File: config.mk
export PLATFORM = sky130hd
export DESIGN_NAME = alu_seq_param
export DESIGN_NICKNAME = d
export VERILOG_FILES = /design/src/rtl/alu_seq_param.sv
export SDC_FILE = /design/constraint.sdc
export NUM_CORES = 1
export LEC_CHECK = 0
export CORE_MARGIN = 4
export CORE_UTILIZATION = 35
export CTS_BUF_LIST = sky130_fd_sc_hd__clkbuf_8
export DETAILED_ROUTE_END_ITERATION = 8
export GPL_ROUTABILITY_DRIVEN = 0
export SKIP_CTS_REPAIR_TIMING = 1
export SLEW_MARGIN = 30
export SYNTH_ARGS = -nofsm -noshare
export SYNTH_HDL_FRONTEND = slang
export SYNTH_SLANG_ARGS = --single-unit
File: constraint.sdc
create_clock -name clk -period 4.8 [get_ports clk]
set_input_delay 0.72 -clock clk [delete_from_list [all_inputs] [get_ports clk]]
set_output_delay 0.72 -clock clk [all_outputs]
set_load 0.03 [all_outputs]
File: src/rtl/alu_seq_param.sv
// alu_seq_param: handshaked ALU with single-cycle arithmetic/logic and bit-serial shifts
module alu_seq_param #(
    parameter int WIDTH = 32,
    parameter int SHW   = 5
) (
    input  logic             clk,
    input  logic             rst,
    input  logic             in_valid,
    output logic             in_ready,
    input  logic [WIDTH-1:0] A,
    input  logic [WIDTH-1:0] B,
    input  logic             Cin,
    input  logic             DinL,
    input  logic             DinR,
    input  logic [3:0]       sel,
    input  logic [SHW-1:0]   shamt,
    output logic [WIDTH-1:0] F,
    output logic             Cout,
    output logic             zero,
    output logic             neg,
    output logic             ovf,
    output logic             out_valid,
    input  logic             out_ready
);
    typedef enum logic [1:0] {IDLE, SHIFT, DONE} state_t;

    state_t           r_state, w_next;
    logic [SHW-1:0]   r_cnt;
    logic             r_left, r_fill;
    logic             w_accept, w_arith, w_cout, w_ovf, w_out;
    logic [WIDTH-1:0] w_y, w_log, w_res, w_shf;
    logic [WIDTH:0]   w_sum;

    // State register; reset aborts any operation in flight
    always_ff @(posedge clk or posedge rst) begin
        if (rst) r_state <= IDLE;
        else     r_state <= w_next;
    end

    // Handshake and next-state; a retiring DONE may accept the next request in the same cycle
    always_comb begin
        w_next    = r_state;
        in_ready  = 1'b0;
        out_valid = 1'b0;
        case (r_state)
            IDLE:    in_ready = 1'b1;
            SHIFT:   w_next = (r_cnt == SHW'(1)) ? DONE : SHIFT;
            DONE: begin
                out_valid = 1'b1;
                in_ready  = out_ready;
                w_next    = out_ready ? IDLE : DONE;
            end
            default: w_next = IDLE;
        endcase
        w_accept = in_valid && in_ready;
        if (w_accept) w_next = (sel[3] && shamt != '0) ? SHIFT : DONE;
    end

    // Single-cycle result for arithmetic, logic and zero-distance shifts; one shift step for SHIFT
    always_comb begin
        w_arith = sel[3:2] == 2'b00;
        w_y     = sel[1:0] == 2'b00 ? '0 : sel[1:0] == 2'b01 ? B : sel[1:0] == 2'b10 ? ~B : '1;
        w_sum   = {1'b0, A} + {1'b0, w_y} + {{WIDTH{1'b0}}, Cin};
        w_log   = sel[1:0] == 2'b00 ? A & B : sel[1:0] == 2'b01 ? A | B : sel[1:0] == 2'b10 ? A ^ B : ~A;
        w_res   = sel[3] ? A : sel[2] ? w_log : w_sum[WIDTH-1:0];
        w_cout  = w_arith && w_sum[WIDTH];
        w_ovf   = w_arith && (A[WIDTH-1] == w_y[WIDTH-1]) && (w_sum[WIDTH-1] != A[WIDTH-1]);
        w_shf   = r_left ? {F[WIDTH-2:0], r_fill} : {r_fill, F[WIDTH-1:1]};
        w_out   = r_left ? F[WIDTH-1] : F[0];
    end

    // Result/flag registers: load on acceptance, then shift one bit per SHIFT cycle
    always_ff @(posedge clk or posedge rst) begin
        if (rst) begin
            F      <= '0;
            Cout   <= 1'b0;
            zero   <= 1'b0;
            neg    <= 1'b0;
            ovf    <= 1'b0;
            r_cnt  <= '0;
            r_left <= 1'b0;
            r_fill <= 1'b0;
        end else if (w_accept) begin
            F      <= w_res;
            Cout   <= w_cout;
            zero   <= w_res == '0;
            neg    <= w_res[WIDTH-1];
            ovf    <= w_ovf;
            r_cnt  <= shamt;
            r_left <= sel[2];
            r_fill <= sel[2] ? DinL : DinR;
        end else if (r_state == SHIFT) begin
            F      <= w_shf;
            Cout   <= w_out;
            zero   <= w_shf == '0;
            neg    <= w_shf[WIDTH-1];
            r_cnt  <= r_cnt - SHW'(1);
        end
    end
endmodule

==> flow_metrics.py <==
metrics = {
    "pwr": {
        "power_density_mw_per_mm2": 377,
        "leakagePower_nw": 3.89,
        "ir_drop_v": 0.000177,
    },
    "cts": {
        "cts_tree": "done",
        "h-tree-depth": 2,
        "clk_pin_slew_ps": 80,
        "cts_root_buf": "clkbuf_8",
        "clock_sinks": 44,
        "insertion_delay_ps": 300,
        "clockBufferDepth": 2,
        "cts_buffers": 5,
    },
    "logic_synthesis": {
        "ys.flop_type": "dfrtp_1",
        "synthCells": 948,
        "yosys-top-cells-count": "nand2_1 (106), ha_1 (100), inv_1 (99)",
        "syn_area_per_cell_sq_um": 7.77,
        "yosysWarnings": 0,
        "synth_area_leaders": "ha_1 (17%), dfrtp_1 (15%), mux4_2 (6.4%)",
        "synth_edf_count": 0,
        "ys_ff_latch": 44,
        "synth_top_area_share_pct": 17.0,
        "synth.largest_area_cell": "ha_1",
        "async_reset_ff_share_pct": 100,
        "ys_seq_area_share_pct": 15.0,
        "syn_nets": 1130,
        "syn-cell-area_sq_mm": 0.00736,
        "ys_types": 66,
        "yosysMostFrequentCell": "nand2_1",
    },
    "grt": {
        "grt_pass1_vias": 6954,
        "grt_pass1_wl_mm": 36.9,
        "grt_max_degree": 55,
        "grt_usage_pct": 18.9,
        "overflow": 0,
        "antenna_found_initial": 0,
    },
    "worst_setup_path": {
        "crit_path_cell_trace": "clkdlybuf4s50_1, mux2i_1, fa_1, inv_1, fa_1, a21o_1, a221o_1, a211oi_1, mux2i_1, o21ai_0, o21ai_0, nor4_2, nand4_1, nor4_1, a41o_1",
        "worstPathMaxFanout": 5,
        "critical_path_class": "primary input to flop",
        "cp-startpoint": "B[0]",
        "start_kind": "primary input",
        "cp.required_ps": 5040,
        "crit_arrival_ps": 4650,
        "reg2reg_from": "r_state[0]$_DFFE_PP0P_",
        "slowest_delay_ps": 520,
        "ff2ff_setup_slack_ps": 2060,
        "endpoint_kind": "flop",
        "cp_slowest_cell": "clkdlybuf4s50_1",
    },
    "sta": {
        "fmax_mhz": 227,
        "hold_viol": 0,
        "finalMaxSlewViolations": 0,
        "tightest_slew_ps": 999,
        "finalSetupTns_ps": 0,
        "clock_skew_ps": 9.45,
        "finalSetupViolCount": 0,
        "period_share_pct": 91.9,
        "layout_min_cycle_time_ps": 4410,
        "rsz0062_at_grt": "no",
        "maxSlewHeadroom_pct": 33.4,
        "hold_slack_ps": 497,
    },
    "routing": {
        "ant_nets": 0,
        "drt_iter0_drc": 529,
        "via_count": 7459,
        "firstDrtPassIters": 5,
        "wl_per_cell_um": 17.5,
        "viasPerCell": 5.67,
        "wl_mm": 23.0,
        "remaining_drc_errors": 0,
    },
    "floorplan": {
        "start_util_pct": 35.9,
        "dieArea_sq_mm": 0.0234,
        "io-pin-count": 118,
        "num_rows": 52,
        "coreArea_sq_mm": 0.0205,
        "die_y_um": 153,
        "die_w_um": 153,
    },
    "final_layout": {
        "fin_cells": 1316,
        "layout.nets": 1227,
        "drive_gt1_share_pct": 10.1,
        "antenna_cells": 0,
        "syn_to_final_growth_pct": 21.8,
        "final_core_util_pct": 43.8,
        "fin_area_sq_mm": 0.00897,
    },
    "placement": {
        "place_hpwl_mm": 18.5,
        "dp.cells": 1308,
        "place_area_sq_mm": 0.00887,
        "portBuffers": 117,
    },
    "min_path": {
        "hold_path_class": "flop to flop",
        "min-delay-start": "ovf$_DFFE_PP0P_",
    },
    "run_status": {
        "status": "completed",
    },
    "job": {
        "max-cap-violations": 0,
    },
}
## worst max-delay path, delay by kind of cell
family	cells	cell delay (ps)
muxes	2	360
AOI/OAI and AO/OA	6	1630
and+or+nand+nor	3	700
buffers and inverters	2	580
adders and majority gates	2	650
## worst paths after layout
check	end	depth (start not counted)
max in group asynchronous	r_left$_DFFE_PP0P_	3
hold reg to reg	ovf$_DFFE_PP0P_	2
hold / removal	ovf$_DFFE_PP0P_	2
min in group asynchronous	F[9]$_DFFE_PP0P_	3
setup / recovery	zero$_DFFE_PP0P_	15
setup reg to reg	zero$_DFFE_PP0P_	12
## per-stage QoR
step                setup slack [ps]  total power, W
floorplan                        151         0.00231
global placement                 271         0.00311
detailed placement               143         0.00313
CTS                              414         0.00338
global route                     183         0.00365
finish                           389         0.00338
## where the power goes
part,switching [W],internal (W)
Sequential,0.000301,0.000564
Clock,0.000127,0.000115
Combinational,0.00130,0.000974
## cell type report
cell class / count / area [sq um]
Fill cell: 2104 / 11500
Clock buffer: 6 / 82.6
Multi-Input combinational cell: 743 / 5640
Inverter: 99 / 372
Timing Repair Buffer: 152 / 1420
Clock inverter: 2 / 11.3
Sequential cell: 44 / 1100
Tap cell: 270 / 338
## cells by family (layout without fill, tap and decap cells)
logic type | Yosys count | after routing | synth area share, %
mux | 92 | 92 | 16.6
compound gates | 283 | 283 | 24.5
buf+inv | 161 | 259 | 8.50
simple gates | 247 | 247 | 15.6
xor+xnor | 19 | 19 | 2.26
fa+ha+maj | 102 | 102 | 17.5
flops | 44 | 44 | 15.0
## sequential cells by signal (all words and copies together), names as in the netlist
| signal | flops |
|---|---|
| F | 32 |
| r_fill | 1 |
| ovf | 1 |
| r_cnt | 5 |
| r_left | 1 |
| Cout | 1 |
| r_state | 2 |
| zero | 1 |
## layer usage
layer	GRT usage [%]	part of all wire, %	vias to the layer above
li1	-	-	3632
met1	28.2	48	3534
met2	29.2	44	267
met3	2.80	7.1	26
met4	2.97	1.2	0
met5	0	0	-
## cells in the final DEF (no fill, tap or decap), types with 3 or more instances in the layout
cell / n
a211o_1: 6
a211oi_1: 14
a21boi_0: 6
a21o_1: 9
a21oi_1: 67
a221o_1: 3
a221oi_1: 6
a22oi_1: 4
and2_1: 3
and3_1: 8
buf_4: 35
clkbuf_8: 6
clkdlybuf4s50_1: 115
dfrtp_1: 43
ha_1: 99
inv_1: 99
mux2_2: 31
mux2i_1: 40
mux4_2: 21
nand2_1: 106
nand2b_1: 6
nand3_1: 16
nand4_1: 17
nor2_1: 46
nor2b_1: 5
nor3_1: 18
nor3b_1: 5
nor4_1: 3
nor4b_1: 3
o211ai_1: 32
o21a_1: 4
o21ai_0: 91
o21bai_1: 3
o221ai_1: 5
o22ai_1: 3
o31ai_1: 7
or3_1: 4
xnor2_1: 10
xor2_1: 9
(Power assumes the default switching activity.)
